### config.mk
export PLATFORM = sky130hd
export DESIGN_NAME = mem_bus_arbiter
export DESIGN_NICKNAME = d
export VERILOG_FILES = /design/src/rtl/riscv_bus_pkg.sv /design/src/rtl/rr_pick2.sv /design/src/rtl/mem_bus_arbiter.sv
export SDC_FILE = /design/constraint.sdc
export NUM_CORES = 1
export LEC_CHECK = 0
export CAP_MARGIN = 25
export CORE_AREA = 2 2 116 118
export DETAILED_ROUTE_END_ITERATION = 10
export DIE_AREA = 0 0 118 120
export PLACE_DENSITY = 0.8
export SLEW_MARGIN = 10
export SYNTH_ARGS = -nofsm -noshare
export SYNTH_HDL_FRONTEND = slang
export SYNTH_SLANG_ARGS = --single-unit
### constraint.sdc
create_clock -name clk_i -period 2.3 [get_ports clk_i]
set_input_delay 0.46 -clock clk_i [delete_from_list [all_inputs] [get_ports clk_i]]
set_output_delay 0.46 -clock clk_i [all_outputs]
set_load 0.01 [all_outputs]
### src/rtl/riscv_bus_pkg.sv
// Shared types and constants for the external memory-mapped bus arbiter.
package riscv_bus_pkg;

    localparam int unsigned BUS_ADDR_W = 32;
    localparam int unsigned BUS_DATA_W = 32;

    localparam logic MASTER_CPU = 1'b0;
    localparam logic MASTER_DBG = 1'b1;

    typedef enum logic [1:0] {
        IDLE = 2'd0,
        REQ  = 2'd1,
        WAIT = 2'd2,
        DONE = 2'd3
    } arb_state_t;

    typedef struct packed {
        logic                  rnw;
        logic [BUS_ADDR_W-1:0] addr;
        logic [BUS_DATA_W-1:0] wdata;
    } bus_req_t;

endpackage

### src/rtl/rr_pick2.sv
// Combinational two-way round-robin picker: on a tie the master that was not
// granted last wins.
module rr_pick2 (
    input  logic [1:0] req_i,
    input  logic       last_i,
    output logic       gnt_valid_o,
    output logic       gnt_id_o
);

    always_comb begin
        gnt_valid_o = |req_i;
        gnt_id_o    = (&req_i) ? ~last_i : req_i[1];
    end

endmodule

### src/rtl/mem_bus_arbiter.sv
// Two-master, one-slave arbiter with one outstanding transaction and registered
// slave-side outputs. Define ARB_TIMEOUT_EN to enable the wait-state timeout.
module mem_bus_arbiter
    import riscv_bus_pkg::*;
#(
    parameter int unsigned ADDR_W  = 32,
    parameter int unsigned DATA_W  = 32
`ifdef ARB_TIMEOUT_EN
    ,
    parameter int unsigned TIMEOUT = 15
`endif
) (
    input  logic              clk_i,
    input  logic              rst_i,

    input  logic              m0_req_i,
    input  logic              m0_rnw_i,
    input  logic [ADDR_W-1:0] m0_addr_i,
    input  logic [DATA_W-1:0] m0_wdata_i,
    output logic [DATA_W-1:0] m0_rdata_o,
    output logic              m0_ack_o,
    output logic              m0_err_o,

    input  logic              m1_req_i,
    input  logic              m1_rnw_i,
    input  logic [ADDR_W-1:0] m1_addr_i,
    input  logic [DATA_W-1:0] m1_wdata_i,
    output logic [DATA_W-1:0] m1_rdata_o,
    output logic              m1_ack_o,
    output logic              m1_err_o,

    output logic              s_req_o,
    output logic              s_rnw_o,
    output logic [ADDR_W-1:0] s_addr_o,
    output logic [DATA_W-1:0] s_wdata_o,
    input  logic [DATA_W-1:0] s_rdata_i,
    input  logic              s_ack_i,

    output logic              busy_o,
    output logic              owner_o
);

    arb_state_t        state_q, state_d;
    logic              owner_q, owner_d;
    logic              last_q, last_d;
    logic              s_req_q, s_req_d;
    logic              s_rnw_q, s_rnw_d;
    logic [ADDR_W-1:0] s_addr_q, s_addr_d;
    logic [DATA_W-1:0] s_wdata_q, s_wdata_d;
    logic [DATA_W-1:0] rdata_q, rdata_d;
    logic              ack_q, ack_d;
`ifdef ARB_TIMEOUT_EN
    logic              err_q, err_d;
    logic [7:0]        cnt_q, cnt_d;
`endif

    logic gnt_valid;
    logic gnt_id;

    rr_pick2 u_pick (
        .req_i       ({m1_req_i, m0_req_i}),
        .last_i      (last_q),
        .gnt_valid_o (gnt_valid),
        .gnt_id_o    (gnt_id)
    );

    always_comb begin
        state_d   = state_q;
        owner_d   = owner_q;
        last_d    = last_q;
        s_req_d   = s_req_q;
        s_rnw_d   = s_rnw_q;
        s_addr_d  = s_addr_q;
        s_wdata_d = s_wdata_q;
        rdata_d   = rdata_q;
        ack_d     = 1'b0;
`ifdef ARB_TIMEOUT_EN
        err_d     = 1'b0;
        cnt_d     = cnt_q;
`endif

        case (state_q)
            IDLE: begin
                if (gnt_valid) begin
                    owner_d   = gnt_id;
                    s_rnw_d   = (gnt_id == MASTER_DBG) ? m1_rnw_i   : m0_rnw_i;
                    s_addr_d  = (gnt_id == MASTER_DBG) ? m1_addr_i  : m0_addr_i;
                    s_wdata_d = (gnt_id == MASTER_DBG) ? m1_wdata_i : m0_wdata_i;
                    s_req_d   = 1'b1;
                    state_d   = REQ;
`ifdef ARB_TIMEOUT_EN
                    cnt_d     = '0;
`endif
                end
            end
            REQ, WAIT: begin
                // A slave ack on the expiry cycle still wins over the timeout.
                if (s_ack_i) begin
                    s_req_d = 1'b0;
                    ack_d   = 1'b1;
                    rdata_d = s_rnw_q ? s_rdata_i : '0;
                    state_d = DONE;
                end
`ifdef ARB_TIMEOUT_EN
                else if (cnt_q + 8'd1 >= 8'(TIMEOUT)) begin
                    s_req_d = 1'b0;
                    ack_d   = 1'b1;
                    err_d   = 1'b1;
                    rdata_d = '0;
                    state_d = DONE;
                end else begin
                    cnt_d   = cnt_q + 8'd1;
                    state_d = WAIT;
                end
`else
                else begin
                    state_d = WAIT;
                end
`endif
            end
            DONE: begin
                last_d  = owner_q;
                state_d = IDLE;
            end
            default: state_d = IDLE;
        endcase
    end

    always_ff @(posedge clk_i) begin
        if (rst_i) begin
            state_q   <= IDLE;
            owner_q   <= MASTER_CPU;
            last_q    <= MASTER_DBG;
            s_req_q   <= 1'b0;
            s_rnw_q   <= 1'b1;
            s_addr_q  <= '0;
            s_wdata_q <= '0;
            rdata_q   <= '0;
            ack_q     <= 1'b0;
`ifdef ARB_TIMEOUT_EN
            err_q     <= 1'b0;
            cnt_q     <= '0;
`endif
        end else begin
            state_q   <= state_d;
            owner_q   <= owner_d;
            last_q    <= last_d;
            s_req_q   <= s_req_d;
            s_rnw_q   <= s_rnw_d;
            s_addr_q  <= s_addr_d;
            s_wdata_q <= s_wdata_d;
            rdata_q   <= rdata_d;
            ack_q     <= ack_d;
`ifdef ARB_TIMEOUT_EN
            err_q     <= err_d;
            cnt_q     <= cnt_d;
`endif
        end
    end

    assign busy_o    = (state_q != IDLE);
    assign owner_o   = owner_q;
    assign s_req_o   = s_req_q;
    assign s_rnw_o   = s_rnw_q;
    assign s_addr_o  = s_addr_q;
    assign s_wdata_o = s_wdata_q;

    // ack_q is only ever set in DONE, so gating by owner steers the pulse.
    assign m0_ack_o   = ack_q & (owner_q == MASTER_CPU);
    assign m1_ack_o   = ack_q & (owner_q == MASTER_DBG);
    assign m0_rdata_o = (owner_q == MASTER_CPU) ? rdata_q : '0;
    assign m1_rdata_o = (owner_q == MASTER_DBG) ? rdata_q : '0;

`ifdef ARB_TIMEOUT_EN
    assign m0_err_o = err_q & (owner_q == MASTER_CPU);
    assign m1_err_o = err_q & (owner_q == MASTER_DBG);
`else
    assign m0_err_o = 1'b0;
    assign m1_err_o = 1'b0;
`endif

endmodule

Yosys cells after proc, flatten, opt, wreduce, memory -nomap -nowiden
Index checks and enable logic that the tools add are counted. W data, S select, Z words.

Register bits after elaboration: 103. Input port bits: 167. Output and inout port bits: 136. Word-level logic and storage cells: 43.

Eq/ne operators: 5. Mux-type cells: 14. Bitwise gates (word level): 5. Reductions and logical operators: 10.

Operators by type and width (count): $mux W32 (5); $mux W1 (6); $pmux W2 S3 (1); $reduce_and A2 Y1 (3); $reduce_or A2 Y1 (3); $eq A2 B2 Y1 const B (2); $ne A2 B2 Y1 const B (2); $reduce_bool A2 Y1 (2); $not A1 Y1 (3); $reduce_and A3 Y1 (1); $and A1 B1 Y1 (2); $eq A2 B1 Y1 const B (1); $logic_not A2 Y1 (1); $mux W2 (1); $pmux W1 S2 (1).

Depth between registers and ports, before layout
Gate-level depths: netlist (run 1).

Depth after elaboration: 4. Depth in mapped cells: 7. Depth with buffers taken out: 5.

Modules after synthesis
A second synthesis (run 1) with hierarchy kept.

Cells, all modules: 472. Area, all modules: 4591.9 sq um.

Modules (own cells, without submodules): mem_bus_arbiter (times used 1, cells each 470, area an instance 4578.1 sq um, seq. area each 2062.0 sq um); rr_pick2 (times used 1, cells each 2, area an instance 13.8 sq um, seq. area each 0.0 sq um).

Worst setup path after synthesis (run 1)
No wires, ideal clock.

Path kind: flip-flop to output port. Start point: register owner_q (netlist: owner_o). End point: output m1_rdata_o[10]. Arrival: 1.106 ns. Required time: 1.840 ns. Setup slack: 0.734 ns. Stages on the path, launching flop included: 4. Buffers on the path: 2. Cell sequence: dfxtp_1 clkbuf_1 clkbuf_1 and2_1.

Word-level cells in the longest chain between the ends: 1.

Ends and longest elaborated chain: start: declaration (RTL line mem_bus_arbiter.sv:44) `logic owner_q, owner_d;`; start signal: assignment (RTL line mem_bus_arbiter.sv:146) `owner_q <= owner_d;`; $mux W32 (RTL line mem_bus_arbiter.sv:172) `assign m1_rdata_o = (owner_q == MASTER_DBG) ? rdata_q : '0;`; end: declaration (RTL line mem_bus_arbiter.sv:28) `output logic [DATA_W-1:0] m1_rdata_o,`.

No other way between the ends.

Final worst setup path (run 1)
Start point: register owner_q (netlist: owner_o). End point: output m1_rdata_o[17].

Same word-level chain as after synthesis.

==> results of run 1 <==
## final timing paths
| check | start | slack [ns] | endpoint | cells past startpoint |
|---|---|---|---|---|
| worst min register to register | s_req_o$_SDFFE_PP0P_ | 0.48 | s_req_o$_SDFFE_PP0P_ | 2 |
| worst max-delay path | owner_o$_SDFFE_PP0P_ | 0.09 | m1_rdata_o[17] | 3 |
| worst min-delay path | s_req_o$_SDFFE_PP0P_ | 0.48 | s_req_o$_SDFFE_PP0P_ | 2 |
| worst max register to register | state_q[1]$_SDFFE_PP0P_ | 0.56 | rdata_q[13]$_SDFFE_PP0P_ | 6 |
## metrics by stage
| step | cell area [um^2] | cells | power (W) | hold WS, ns | worst slack, ns |
|---|---|---|---|---|---|
| 6_report | 8150 | 996 | 0.00866 | 0.480 | 0.0916 |
| 4_1_cts | 8150 | 996 | 0.00872 | 0.488 | 0.00943 |
| 3_5_place_dp | 7850 | 981 | 0.00714 | 0.476 | 0.142 |
| 3_3_place_gp | 7850 | 981 | 0.00699 | 0.468 | 0.216 |
| 2_1_floorplan | 4650 | 541 | 0.00498 | 0.456 | 0.734 |
| 5_1_grt | 8150 | 996 | 0.00916 | 0.518 | 0.0115 |
## state kept, by name, summed over array words and instances, names as in the netlist
register,cells
last_q,1
s_addr_o,32
rdata_q,32
state_q,2
s_wdata_o,32
s_rnw_o,1
ack_q,1
owner_o,1
s_req_o,1
## cell families (layout without fill, tap and decap cells)
group / after synthesis / in the layout / synth area share (%)
multiplexers: 1 / 1 / 0.215
AND/OR/NAND/NOR: 206 / 206 / 20.6
adder cells (fa/ha/maj): 2 / 2 / 0.538
buffers and inverters: 54 / 333 / 5.71
AO/OA/AOI/OAI: 173 / 173 / 28.5
flip-flops: 103 / 103 / 44.4
other: 1 / 2 / 0.0807
## where the power goes
part	leakage (nW)	internal [W]	switching (W)	total (W)
Clock	0.145	0.000896	0.000653	0.00155
Combinational	2.19	0.00223	0.00210	0.00433
Sequential	0.850	0.00241	0.000375	0.00278
## layout make-up
| type | instances | area, um^2 |
|---|---|---|
| Multi-Input combinational cell | 384 | 2350 |
| Clock inverter | 3 | 42.5 |
| Timing Repair Buffer | 315 | 3200 |
| Sequential cell | 103 | 2070 |
| Inverter | 3 | 11.3 |
| Tap cell | 176 | 220 |
| Fill cell | 1103 | 4830 |
| Clock buffer | 12 | 256 |
## cells in the mapped netlist (2+ instances only)
cell type	instances
and2_1	33
dfxtp_1	103
a22o_1	32
a211oi_2	30
nor2_1	69
buf_4	9
ha_1	2
nor2b_1	34
inv_1	3
nand2_1	66
a211oi_1	36
buf_2	23
a21oi_1	67
clkbuf_1	19
## critical path: stages, from the launching register on
cell,delay [ns]
dfxtp_4,0.43
buf_12,0.24
and2_1,0.15
clkdlybuf4s50_1,0.56
## metal layers
layer	routed length, um	up-vias
li1	-	2408
met1	6440	2371
met2	8600	243
met3	1200	53
met4	657	0
met5	0	-
## layout by cell type (no fill, tap or decap), types with 3 or more instances in the layout
cell,synthesis,layout
and2_1,33,33
nor2_1,69,69
nand2_1,66,66
buf_4,9,9
a21oi_1,67,66
inv_1,3,3
nor2b_1,34,34
a211oi_1,36,36
clkbuf_16,0,9
dfxtp_1,103,102
a211oi_2,30,30
a22o_1,32,32
clkdlybuf4s50_1,0,298
buf_12,0,7
## what timing repair did
| item | in CTS | in global routing |
|---|---|---|
| gates resized for setup | 0 | 2 |
| buffers inserted | 0 | 0 |
| setup endpoints to repair | 0 | 31 |
| endpoints found under the hold margin | 0 | 0 |
==> qor.yml, run 1 <==
status: "complete, no violations"
finalCoreUtilization_pct: 62.8
synth-seq-cells: 103
synth_cells: 540
drv_slew: 0
syn2layout_area_growth_pct: 75.4
critical_path.max_fanout: 60
via_per_inst: 5.10
wl_per_cell_um: 17.0
yosysUniqueCellTypes: 28
synthArstFlopShare_pct: 0
drc_errors: 0
synth_top_area_share_pct: 44.4
rsz0062_at_grt: "false"
grt_use_met1_pct: 24.9
cts_sinks: 103
io_pins: 303
period_needed_ns: 2.21
cp.arrival_ns: 1.75
fmax_mhz: 453
cts_buffers: 9
cts_tree: "done"
die_height_um: 120
die_area_um2: 14200
ys_seq_area_share_pct: 44.4
use_met2_pct: 41.5
setup_viol_count_final: 0
grt_max_degree: 61
hold_violations: 0
cts-htree-levels: 3
fp.dieW_um: 118
cts_buffer_depth: 2
layout-drive-gt1-share_pct: 8.17
first_global_vias: 4998
yosys.area.top_type: "dfxtp_1"
root_buffer: "clkbuf_16"
synth_area_leaders: "dfxtp_1, a211oi_2, a21oi_1"
rows: 42
fin_skew_ns: 0.00672
insertion_delay_ns: 0.35
ys_warn_count: 0
finalCritPeriodShare_pct: 96.0
wl_um: 16900
port_buffers: 300
cp.required_ns: 1.84
end_kind: "output pin"
clkSlewWorstSetupHoldPaths_ns: 0.06
grt_usage_pct: 22.9
ant_nets: 0
antenna_found_initial: 0
top_usage_layer: "met2"
grt_remaining_overflow: 0
power_density_nw_per_um2: 1060
n_antenna_cell: 0
cp-start-kind: "flip-flop"
avgSynthCellArea_um2: 8.61
use_met3_pct: 5.47
final.setup.tns_ns: 0
start_util_pct: 35.8
drt_iter0_markers: 207
num-nets-final: 985
max-slew-margin-rel_pct: 63.1
core_um2: 13000
netlist_area_um2: 4650
gp_congestion: 0.864
worst_ir_drop_vdd_uv: 970
synth_edf_count: 0
dr.pass1.iters: 5
max_cap_violations: 0
hp-class: "flip-flop to flip-flop"
p_leak_nw: 3.18
dr_total_vias: 5075
critPathKind: "flip-flop to output pin"
dpl.hpwl_um: 12800
grt_pass1_wl_um: 25800
max_slew.worst_pin.slew_ns: 0.539
hold_buffers: 0
ys.flop_type: "dfxtp_1"
No activity file was read; power rests on OpenSTA's default activity.
==> inputs of run 2 (changes only) <==
--- a/config.mk
+++ b/config.mk
@@ -10,6 +10,7 @@
 export DETAILED_ROUTE_END_ITERATION = 10
 export DIE_AREA = 0 0 118 120
 export PLACE_DENSITY = 0.8
+export SKIP_LAST_GASP = 1
 export SLEW_MARGIN = 10
 export SYNTH_ARGS = -nofsm -noshare
 export SYNTH_HDL_FRONTEND = slang
==> results of run 2 <==
Final layout, timing and power as in run 1 (identical DEF).
